### config.mk
export PLATFORM = sky130hd
export DESIGN_NAME = mips_multicycle_control
export DESIGN_NICKNAME = d
export VERILOG_FILES = /design/src/rtl/mips_ctrl_pkg.sv /design/src/rtl/mips_opclass_decode.sv /design/src/rtl/mips_multicycle_control.sv
export SDC_FILE = /design/constraint.sdc
export NUM_CORES = 1
export LEC_CHECK = 0
export ABC_AREA = 0
export CORE_MARGIN = 3
export CORE_UTILIZATION = 35
export CTS_BUF_LIST = sky130_fd_sc_hd__clkbuf_4 sky130_fd_sc_hd__clkbuf_8 sky130_fd_sc_hd__clkbuf_16
export CTS_CLUSTER_DIAMETER = 100
export CTS_CLUSTER_SIZE = 16
export DETAILED_ROUTE_END_ITERATION = 16
export HOLD_SLACK_MARGIN = 0.06
export MAX_ROUTING_LAYER = met4
export SLEW_MARGIN = 30
export SYNTH_ARGS = -nofsm -noshare
export SYNTH_HDL_FRONTEND = slang
export SYNTH_HIERARCHICAL = 1
export SYNTH_SLANG_ARGS = --single-unit
### constraint.sdc
create_clock -name clk -period 2.3 [get_ports clk]
set_clock_uncertainty 0.2 [all_clocks]
set_input_delay 0.23 -clock clk [delete_from_list [all_inputs] [get_ports clk]]
set_output_delay 0.23 -clock clk [all_outputs]
set_load 0.03 [all_outputs]
### src/rtl/mips_ctrl_pkg.sv
// Shared types and constants for the multi-cycle MIPS control FSM.
// Datapath mux encodings here must match the datapath top.
package mips_ctrl_pkg;

  typedef enum logic [3:0] {
    StFetch   = 4'd0,
    StDecode  = 4'd1,
    StExecR   = 4'd2,
    StWbR     = 4'd3,
    StExecI   = 4'd4,
    StWbI     = 4'd5,
    StMemAddr = 4'd6,
    StMemRd   = 4'd7,
    StMemWr   = 4'd8,
    StWbMem   = 4'd9,
    StBranch  = 4'd10,
    StJump    = 4'd11,
    StTrap    = 4'd12
  } state_e;

  typedef enum logic [2:0] {
    ClsR,
    ClsBranch,
    ClsJump,
    ClsImm,
    ClsLoad,
    ClsStore,
    ClsIllegal
  } opclass_e;

  localparam logic [5:0] OP_RTYPE = 6'd0;
  localparam logic [5:0] OP_BLTZ  = 6'd1;
  localparam logic [5:0] OP_J     = 6'd2;
  localparam logic [5:0] OP_JAL   = 6'd3;
  localparam logic [5:0] OP_BEQ   = 6'd4;
  localparam logic [5:0] OP_BNE   = 6'd5;
  localparam logic [5:0] OP_ADDI  = 6'd8;
  localparam logic [5:0] OP_SLTI  = 6'd10;
  localparam logic [5:0] OP_ANDI  = 6'd12;
  localparam logic [5:0] OP_ORI   = 6'd13;
  localparam logic [5:0] OP_XORI  = 6'd14;
  localparam logic [5:0] OP_LB    = 6'd32;
  localparam logic [5:0] OP_LH    = 6'd33;
  localparam logic [5:0] OP_LW    = 6'd35;
  localparam logic [5:0] OP_SB    = 6'd40;
  localparam logic [5:0] OP_SH    = 6'd41;
  localparam logic [5:0] OP_SW    = 6'd43;

  localparam logic [1:0] MEM_NONE = 2'b00;
  localparam logic [1:0] MEM_BYTE = 2'b01;
  localparam logic [1:0] MEM_HALF = 2'b10;
  localparam logic [1:0] MEM_WORD = 2'b11;

  localparam logic [1:0] REG_DST_RT  = 2'b00;
  localparam logic [1:0] REG_DST_RD  = 2'b01;
  localparam logic [1:0] REG_DST_R31 = 2'b10;

  localparam logic [1:0] WB_SRC_ALU = 2'b00;
  localparam logic [1:0] WB_SRC_MEM = 2'b01;
  localparam logic [1:0] WB_SRC_PC4 = 2'b10;

  localparam logic       ALU_A_PC = 1'b0;
  localparam logic       ALU_A_RS = 1'b1;

  localparam logic [1:0] ALU_B_RT    = 2'b00;
  localparam logic [1:0] ALU_B_FOUR  = 2'b01;
  localparam logic [1:0] ALU_B_IMM   = 2'b10;
  localparam logic [1:0] ALU_B_SHIFT = 2'b11;

  localparam logic [1:0] PC_SRC_ALU    = 2'b00;
  localparam logic [1:0] PC_SRC_ALUOUT = 2'b01;
  localparam logic [1:0] PC_SRC_JUMP   = 2'b10;

  localparam logic [1:0] CAUSE_NONE    = 2'b00;
  localparam logic [1:0] CAUSE_ILLEGAL = 2'b01;
  localparam logic [1:0] CAUSE_TIMEOUT = 2'b10;

endpackage

### src/rtl/mips_opclass_decode.sv
// Combinational opcode classifier: instruction class, load/store size and link flag.
module mips_opclass_decode
  import mips_ctrl_pkg::*;
#(
  parameter int unsigned OPW = 6
) (
  input  logic [OPW-1:0] opcode_i,
  output opclass_e       op_class_o,
  output logic [1:0]     mem_size_o,
  output logic           link_o
);

  always_comb begin
    op_class_o = ClsIllegal;
    mem_size_o = MEM_NONE;
    link_o     = 1'b0;
    case (opcode_i)
      OPW'(OP_RTYPE): op_class_o = ClsR;
      OPW'(OP_BLTZ), OPW'(OP_BEQ), OPW'(OP_BNE): op_class_o = ClsBranch;
      OPW'(OP_J): op_class_o = ClsJump;
      OPW'(OP_JAL): begin
        op_class_o = ClsJump;
        link_o     = 1'b1;
      end
      OPW'(OP_ADDI), OPW'(OP_SLTI), OPW'(OP_ANDI), OPW'(OP_ORI), OPW'(OP_XORI):
        op_class_o = ClsImm;
      OPW'(OP_LB): begin
        op_class_o = ClsLoad;
        mem_size_o = MEM_BYTE;
      end
      OPW'(OP_LH): begin
        op_class_o = ClsLoad;
        mem_size_o = MEM_HALF;
      end
      OPW'(OP_LW): begin
        op_class_o = ClsLoad;
        mem_size_o = MEM_WORD;
      end
      OPW'(OP_SB): begin
        op_class_o = ClsStore;
        mem_size_o = MEM_BYTE;
      end
      OPW'(OP_SH): begin
        op_class_o = ClsStore;
        mem_size_o = MEM_HALF;
      end
      OPW'(OP_SW): begin
        op_class_o = ClsStore;
        mem_size_o = MEM_WORD;
      end
      default: ;
    endcase
  end

endmodule

### src/rtl/mips_multicycle_control.sv
// Multi-cycle MIPS control FSM: sequences instruction phases, drives datapath
// strobes/selects, and traps on illegal opcodes or memory handshake timeouts.
module mips_multicycle_control
  import mips_ctrl_pkg::*;
#(
  parameter int unsigned OPW     = 6,
  parameter int unsigned ALUOPW  = 7,
  parameter int unsigned TIMEOUT = 16,
  parameter int unsigned CNTW    = 5
) (
  input  logic              clk,
  input  logic              rst_n,
  input  logic [OPW-1:0]    opcode,
  input  logic              zero,
  input  logic              mem_ready,
  input  logic              trap_clear,
  output logic              pc_write,
  output logic              pc_write_cond,
  output logic              ir_write,
  output logic              i_or_d,
  output logic [1:0]        mem_read,
  output logic              mem_write,
  output logic [1:0]        reg_dst,
  output logic [1:0]        mem_to_reg,
  output logic              reg_write,
  output logic              alu_src_a,
  output logic [1:0]        alu_src_b,
  output logic [ALUOPW-1:0] alu_op,
  output logic [1:0]        pc_source,
  output logic              trap,
  output logic [1:0]        trap_cause,
  output logic [3:0]        state_o
);

  localparam logic [ALUOPW-1:0] AluAdd = ALUOPW'({1'b1, OPW'(OP_ADDI)});

  state_e         state_q, state_d;
  logic [CNTW-1:0] cnt_q, cnt_d;
  logic [OPW-1:0] opcode_q, opcode_d;
  opclass_e       cls_q, cls_d;
  logic [1:0]     size_q, size_d;
  logic           link_q, link_d;
  logic           trap_q, trap_d;
  logic [1:0]     cause_q, cause_d;

  opclass_e       dec_class;
  logic [1:0]     dec_size;
  logic           dec_link;
  logic           wait_st;
  logic           timed_out;
  logic [ALUOPW-1:0] alu_op_latched;

  // The branch condition is resolved in the datapath; control never looks at it.
  logic unused_zero;
  assign unused_zero = zero;

  mips_opclass_decode #(
    .OPW (OPW)
  ) u_decode (
    .opcode_i   (opcode),
    .op_class_o (dec_class),
    .mem_size_o (dec_size),
    .link_o     (dec_link)
  );

  assign wait_st        = (state_q == StFetch) || (state_q == StMemRd) || (state_q == StMemWr);
  // Ready in the cycle the count would reach TIMEOUT still wins.
  assign timed_out      = wait_st && !mem_ready && (cnt_q == CNTW'(TIMEOUT - 1));
  assign alu_op_latched = ALUOPW'({1'b1, opcode_q});

  always_comb begin
    state_d  = state_q;
    cnt_d    = cnt_q;
    opcode_d = opcode_q;
    cls_d    = cls_q;
    size_d   = size_q;
    link_d   = link_q;
    trap_d   = trap_q;
    cause_d  = cause_q;

    unique case (state_q)
      StFetch: if (mem_ready) state_d = StDecode;
      StDecode: begin
        opcode_d = opcode;
        cls_d    = dec_class;
        size_d   = dec_size;
        link_d   = dec_link;
        unique case (dec_class)
          ClsR:              state_d = StExecR;
          ClsImm:            state_d = StExecI;
          ClsLoad, ClsStore: state_d = StMemAddr;
          ClsBranch:         state_d = StBranch;
          ClsJump:           state_d = StJump;
          default: begin
            state_d = StTrap;
            trap_d  = 1'b1;
            cause_d = CAUSE_ILLEGAL;
          end
        endcase
      end
      StExecR:   state_d = StWbR;
      StExecI:   state_d = StWbI;
      StMemAddr: state_d = (cls_q == ClsLoad) ? StMemRd : StMemWr;
      StMemRd:   if (mem_ready) state_d = StWbMem;
      StMemWr:   if (mem_ready) state_d = StFetch;
      StWbR, StWbI, StWbMem, StBranch, StJump: state_d = StFetch;
      StTrap: begin
        if (trap_clear) begin
          state_d = StFetch;
          trap_d  = 1'b0;
          cause_d = CAUSE_NONE;
        end
      end
      default: state_d = StFetch;
    endcase

    if (timed_out) begin
      state_d = StTrap;
      trap_d  = 1'b1;
      cause_d = CAUSE_TIMEOUT;
    end

    if (state_d != state_q) begin
      cnt_d = '0;
    end else if (wait_st && !mem_ready) begin
      cnt_d = cnt_q + CNTW'(1);
    end
  end

  always_ff @(posedge clk or negedge rst_n) begin
    if (!rst_n) begin
      state_q  <= StFetch;
      cnt_q    <= '0;
      opcode_q <= '0;
      cls_q    <= ClsR;
      size_q   <= MEM_NONE;
      link_q   <= 1'b0;
      trap_q   <= 1'b0;
      cause_q  <= CAUSE_NONE;
    end else begin
      state_q  <= state_d;
      cnt_q    <= cnt_d;
      opcode_q <= opcode_d;
      cls_q    <= cls_d;
      size_q   <= size_d;
      link_q   <= link_d;
      trap_q   <= trap_d;
      cause_q  <= cause_d;
    end
  end

  always_comb begin
    pc_write      = 1'b0;
    pc_write_cond = 1'b0;
    ir_write      = 1'b0;
    i_or_d        = 1'b0;
    mem_read      = MEM_NONE;
    mem_write     = 1'b0;
    reg_dst       = REG_DST_RT;
    mem_to_reg    = WB_SRC_ALU;
    reg_write     = 1'b0;
    alu_src_a     = ALU_A_PC;
    alu_src_b     = ALU_B_RT;
    alu_op        = '0;
    pc_source     = PC_SRC_ALU;

    unique case (state_q)
      StFetch: begin
        mem_read  = MEM_WORD;
        alu_src_b = ALU_B_FOUR;
        alu_op    = AluAdd;
        pc_write  = mem_ready;
        ir_write  = mem_ready;
      end
      StDecode: begin
        alu_src_b = ALU_B_SHIFT;
        alu_op    = AluAdd;
      end
      StExecR: alu_src_a = ALU_A_RS;
      StWbR: begin
        reg_dst   = REG_DST_RD;
        reg_write = 1'b1;
      end
      StExecI, StMemAddr: begin
        alu_src_a = ALU_A_RS;
        alu_src_b = ALU_B_IMM;
        alu_op    = alu_op_latched;
      end
      StWbI: reg_write = 1'b1;
      StMemRd: begin
        i_or_d   = 1'b1;
        mem_read = size_q;
      end
      StMemWr: begin
        i_or_d    = 1'b1;
        mem_write = 1'b1;
      end
      StWbMem: begin
        mem_to_reg = WB_SRC_MEM;
        reg_write  = 1'b1;
      end
      StBranch: begin
        alu_src_a     = ALU_A_RS;
        pc_write_cond = 1'b1;
        pc_source     = PC_SRC_ALUOUT;
        alu_op        = alu_op_latched;
      end
      StJump: begin
        pc_write  = 1'b1;
        pc_source = PC_SRC_JUMP;
        if (link_q) begin
          reg_write  = 1'b1;
          reg_dst    = REG_DST_R31;
          mem_to_reg = WB_SRC_PC4;
        end
      end
      default: ;
    endcase
  end

  assign trap       = trap_q;
  assign trap_cause = cause_q;
  assign state_o    = state_q;

endmodule

==> results.sh, run 1 <==
export IMPL_status="complete, no violations"
export IMPL_syn_area_mm2=0.00170
export IMPL_fin_cells=340
export IMPL_initial_core_util_pct=37.5
export IMPL_grt_overflow_total=0
export IMPL_h_tree_depth=1
export IMPL_min_period_over_period_pct=99.6
export IMPL_rows=24
export IMPL_maxCapViolCount=0
export IMPL_syn_nets=219
export IMPL_portBuffers=40
export IMPL_layout_drive_gt1_share_pct=34.9
export IMPL_synth_area_leader_cell="dfrtp_1"
export IMPL_die_h_um=75.7
export IMPL_period_minus_slack_ps=2290
export IMPL_syn2layout_area_growth_pct=51.4
export IMPL_power_density_mw_per_mm2=1190
export IMPL_start_kind="register"
export IMPL_gp_congestion=0.832
export IMPL_grt_use_total_pct=16.6
export IMPL_hold_path_class="input pin to asynchronous set/reset pin"
export IMPL_ff2ff_path_depth=5
export IMPL_grt_pass1_vias=1493
export IMPL_cts_tree="done"
export IMPL_yosysUniqueCellTypes=53
export IMPL_hold_buffers=0
export IMPL_grt_pass1_wl_um=7190
export IMPL_path_cells="or4b_4 -> nor4b_4 -> nor3_2 -> o32ai_4 -> nor3_2"
export IMPL_setup_viol=0
export IMPL_grt_max_degree=25
export IMPL_final_common_cell="buf_4"
export IMPL_cts_sinks=24
export IMPL_antenna_left=0
export IMPL_core_mm2=0.00453
export IMPL_crit_top_cell="nor3_2"
export IMPL_synthTopCellsByArea="dfrtp_1, nand2_1, nand2b_1"
export IMPL_drt_wl_total_um=4700
export IMPL_setup_worst_path_class="register to register"
export IMPL_ys_seq_elements=24
export IMPL_yosysSeqAreaShare_pct=35.3
export IMPL_rrSetupSlack_ps=8
export IMPL_fp_dieArea_mm2=0.00573
export IMPL_dp_hpwl_um=3410
export IMPL_clock_latency_ps=260
export IMPL_ios=42
export IMPL_syn_avg_cell_area_um2=8.25
export IMPL_max_stage_delay_ps=560
export IMPL_first_pass_iters=6
export IMPL_drt_iter0_markers=75
export IMPL_worst_r2r_endpoint="cnt_q[4]"
export IMPL_tightest_slew_ps=414
export IMPL_dp_cells=330
export IMPL_synth_edf_count=0
export IMPL_slew_headroom_pct=72.0
export IMPL_vias=1677
export IMPL_cp_end_kind="register"
export IMPL_cts_root_buf="clkbuf_8"
export IMPL_final_nets=289
export IMPL_peakVddDrop_v=0.000532
export IMPL_die_w_um=75.7
export IMPL_drc=0
export IMPL_arrival_ps=2230
export IMPL_r2r_start="state_o[2]"
export IMPL_clk_pin_slew_worst_paths_ps=90
export IMPL_finalHoldViolCount=0
export IMPL_p_total_w=0.00307
export IMPL_yosys_warnings=6
export IMPL_synthArstFlopShare_pct=100
export IMPL_antenna_found_initial=0
export IMPL_fmax_mhz=436
export IMPL_synth_top_cell_area_share_pct=35.3
export IMPL_crit_fanout=6
export IMPL_numCtsBuffers=3
export IMPL_worstPathRequired_ps=2240
export IMPL_tns_ps=0
export IMPL_wire_per_inst_um=13.8
export IMPL_via_per_inst=4.93
export IMPL_antennaDiodeCount=0
export IMPL_slew_violations=0
export IMPL_clock_path_buffers=2
export IMPL_postSynthCellCount=206
export IMPL_rsz0062_at_grt="true"
export IMPL_synthFlopType="dfrtp_1"
export IMPL_critPathSlowestCell="or4b_4"
export IMPL_final_cell_mix="buf_4, nand2_1, dfrtp_1"
export IMPL_p_leak_nw=1.25
==> per-stage QoR <==
stage	hold slack (ps)	cell area (um^2)	util, %	worst slack [ps]
3_3_place_gp	251	2360	52.1	-277
2_1_floorplan	-266	1740	-	-94.6
5_1_grt	158	2570	56.8	-73.2
3_5_place_dp	255	2360	52.1	-312
6_report	113	2570	56.8	8.09
4_1_cts	119	2400	53.0	4.59
==> flip-flops by register name, summed over array words and instances, names as in the netlist <==
signal and cells:
size_q 2, cnt_q 5, trap 1, cls_q 3, state_o 4, trap_cause 2
link_q 1, opcode_q 6
==> synthesized netlist by cell type (2+ instances only) <==
master and instances:
a31oi_1 3, and3_1 2, a21oi_1 7, ha_1 2
nand2b_1 9, mux2i_1 5, xor2_1 3, buf_6 2
buf_4 2, o21ai_0 6, nor3b_1 3, clkbuf_1 7
nor2b_1 4, or3_1 3, nor3_1 10, nand3_1 4
and2_1 6, nor4b_1 3, o21bai_1 2, nor2_1 15
inv_1 3, nand2_1 44, nand4_1 3, dfrtp_1 24
a21o_1 3, or2_2 3, xnor2_1 2
==> layout make-up <==
class / count / area (um^2)
Fill cell: 405 / 1960
Multi-Input combinational cell: 166 / 1150
Timing Repair Buffer: 78 / 666
Sequential cell: 24 / 606
Tap cell: 65 / 81.3
Clock buffer: 4 / 55.1
Inverter: 3 / 11.3
==> how the worst max path moves through the flow <==
stage,startpoint,end,slack [ps],cells after the start
4_1_cts,cnt_q[0],cnt_q[1],5,8
5_1_grt,state_o[2],cnt_q[4],-70,5
3_5_place_dp,opcode[3],cnt_q[0],-310,9
2_1_floorplan,state_o[1],pc_write,-90,4
6_report,state_o[2],cnt_q[4],8,5
3_3_place_gp,opcode[3],cnt_q[0],-280,9
==> power breakdown <==
part	switching [W]	leakage, nW	internal (W)
sequential	0.000102	0.300	0.000574
combinational	0.00122	0.919	0.000883
clock	0.000135	0.0288	0.000153
total	0.00146	1.25	0.00161
==> layer usage <==
metal	up-vias	share of wire [%]	track usage, %	routed length, um
li1	860	-	-	-
met3	2	5.3	1.58	251
met5	-	0	-	0
met2	54	45	23.9	2110
met1	761	49	25.2	2320
met4	0	0.32	3.50	15
==> worst max-delay path, delay by kind of cell, from the launching register on <==
family	cells	cell delay, ps
simple gates	4	1080
flops	1	460
compound gates	1	420
==> timing repair <==
action                     in CTS  in global routing
setup endpoints to repair      13                  8
resized for setup              10                 28
setup buffers                   0                  6
pin swaps                       2                 14
==> logic make-up after synthesis <==
logic type | Yosys count | synth area share, %
compound gates | 36 | 14.9
xor+xnor | 5 | 2.58
fa+ha+maj | 2 | 1.47
buf+inv | 16 | 4.93
flops | 24 | 35.3
mux | 5 | 2.94
simple gates | 118 | 37.8
(Power assumes the default switching activity.)
==> inputs of run 2 (changes only) <==
==> constraint.sdc (replaced) <==
create_clock -name clk -period 2.7 [get_ports clk]
set_clock_uncertainty 0.2 [all_clocks]
set_input_delay 0.27 -clock clk [delete_from_list [all_inputs] [get_ports clk]]
set_output_delay 0.27 -clock clk [all_outputs]
set_load 0.03 [all_outputs]
==> results.sh, run 2 (synthesis results as in run 1) <==
export IMPL_status="complete, no violations"
export IMPL_vias=1600
export IMPL_tightest_slew_ps=468
export IMPL_drc=0
export IMPL_cts_root_buf="clkbuf_8"
export IMPL_arrival_ps=2070
export IMPL_clock_latency_ps=260
export IMPL_ff2ff_path_depth=8
export IMPL_largest_reg_flops=6
export IMPL_period_minus_slack_ps=2540
export IMPL_fmax_mhz=393
export IMPL_layout_drive_gt1_share_pct=17.1
export IMPL_p_leak_nw=1.08
export IMPL_first_pass_iters=4
export IMPL_maxCapViolCount=0
export IMPL_dp_hpwl_um=3190
export IMPL_clock_path_buffers=2
export IMPL_setup_worst_path_class="register to primary output"
export IMPL_worst_r2r_endpoint="cnt_q[1]"
export IMPL_min_period_over_period_pct=94.2
export IMPL_numCtsBuffers=3
export IMPL_antenna_found_initial=0
export IMPL_start_kind="register"
export IMPL_setup_slack_ps=156
export IMPL_grt_max_degree=25
export IMPL_combPwrFrac_pct=65.4
export IMPL_ios=42
export IMPL_grt_use_total_pct=16.3
export IMPL_antennaDiodeCount=0
export IMPL_fillers=451
export IMPL_final_core_utilization_pct=51.2
export IMPL_crit_fanout=7
export IMPL_rows=24
export IMPL_h_tree_depth=1
export IMPL_via_per_inst=4.97
export IMPL_grt_pass1_vias=1551
export IMPL_p_total_w=0.00240
export IMPL_drt_wl_total_um=4070
export IMPL_slew_headroom_pct=68.7
export IMPL_post_cts_buffers=0
export IMPL_slew_violations=0
export IMPL_power_density_mw_per_mm2=1030
export IMPL_die_h_um=75.7
export IMPL_syn2layout_area_growth_pct=36.6
export IMPL_place_ws_ps=-24.2
export IMPL_die_w_um=75.7
export IMPL_cts_tree="done"
export IMPL_switchingPower_w=0.00111
export IMPL_cp_end_kind="primary output"
export IMPL_drt_iter0_markers=92
export IMPL_seq_power_share_pct=24.5
export IMPL_final_common_cell="nand2_1"
export IMPL_peakVddDrop_v=0.000439
export IMPL_core_mm2=0.00453
export IMPL_finalHoldViolCount=0
export IMPL_setup_viol=0
export IMPL_switching_share_pct=46.4
export IMPL_antenna_left=0
export IMPL_worstPathRequired_ps=2230
export IMPL_grt_pass1_wl_um=7100
export IMPL_hold_path_class="input pin to asynchronous set/reset pin"
export IMPL_gp_congestion=0.799
export IMPL_clk_pin_slew_worst_paths_ps=80
export IMPL_clock_power_share_pct=10.1
export IMPL_cts_sinks=24
export IMPL_tns_ps=0
export IMPL_r2r_start="cnt_q[0]"
export IMPL_grt_overflow_total=0
export IMPL_largest_register="opcode_q"
export IMPL_initial_core_util_pct=37.5
export IMPL_final_cell_mix="nand2_1, clkdlybuf4s50_1, buf_4"
export IMPL_final_nets=271
export IMPL_portBuffers=40
export IMPL_rrSetupSlack_ps=240
export IMPL_wire_per_inst_um=12.6
export IMPL_fp_dieArea_mm2=0.00573
export IMPL_rsz0062_at_grt="false"
export IMPL_p_int_w=0.00128
==> run 2: through the flow <==
| stage | instances | instance area [um^2] | hold WS (ps) |
|---|---|---|---|
| 2_1_floorplan | 206 | 1710 | -226 |
| 3_3_place_gp | 318 | 2260 | 252 |
| 3_5_place_dp | 318 | 2260 | 255 |
| 4_1_cts | 322 | 2310 | 170 |
| 5_1_grt | 322 | 2320 | 206 |
| 6_report | 322 | 2320 | 164 |
==> run 2: worst max path at each step <==
| stage | endpoint | start | slack, ps |
|---|---|---|---|
| floorplan | reg_write | state_o[2] | 20 |
| global placement | cnt_q[4] | opcode[3] | 10 |
| detailed placement | cnt_q[1] | opcode[3] | -20 |
| CTS | mem_read[1] | state_o[2] | 40 |
| global route | alu_src_b[1] | state_o[0] | 10 |
| finish | alu_op[3] | state_o[2] | 160 |
==> run 2: cell type report <==
cell class / instances / area, um^2 / share of cell area (%)
inverters: 3 / 11.3 / 0.485
well taps: 65 / 81.3 / 3.50
multi-input cells: 166 / 1030 / 44.3
clock buffers: 4 / 55.1 / 2.37
flip-flops and latches: 24 / 602 / 25.9
repair buffers: 60 / 544 / 23.4
==> run 2: repair_timing <==
action | 4_1_cts | 5_1_grt
hold buffers | 0 | 0
gates resized for setup | 1 | 5
endpoints found under the setup margin | 1 | 6
==> run 2: routing by layer <==
| layer | global-route usage (%) | up-vias | part of all wire (%) |
|---|---|---|---|
| met4 | 3.88 | 0 | 0.66 |
| met1 | 22.7 | 730 | 48 |
| met5 | - | - | 0 |
| met2 | 25.2 | 47 | 46 |
| met3 | 2.11 | 2 | 5.1 |
| li1 | - | 821 | - |
==> run 2: power by group through the flow <==
stage          Combinational (W)  Clock [W]  Sequential [W]
5_1_grt                  0.00172   0.000272        0.000607
6_report                 0.00157   0.000242        0.000586
4_1_cts                  0.00158   0.000256        0.000584
3_3_place_gp             0.00158          0        0.000591
2_1_floorplan           0.000985          0        0.000623
3_5_place_dp             0.00159          0        0.000591
==> run 2: critical path, cell delays in order, from the launching register on <==
cell and delay, ps:
dfrtp_1 460, inv_1 160, nand3_1 110, a21oi_1 260, a21o_1 150, clkdlybuf4s50_1 660
==> inputs of run 3 (changes only) <==
--- a/config.mk
+++ b/config.mk
@@ -5,7 +5,6 @@
 export SDC_FILE = /design/constraint.sdc
 export NUM_CORES = 1
 export LEC_CHECK = 0
-export ABC_AREA = 0
 export CORE_MARGIN = 3
 export CORE_UTILIZATION = 35
 export CTS_BUF_LIST = sky130_fd_sc_hd__clkbuf_4 sky130_fd_sc_hd__clkbuf_8 sky130_fd_sc_hd__clkbuf_16
==> results of run 3 <==
No change in the layout: final DEF, timing and power equal those of run 2.
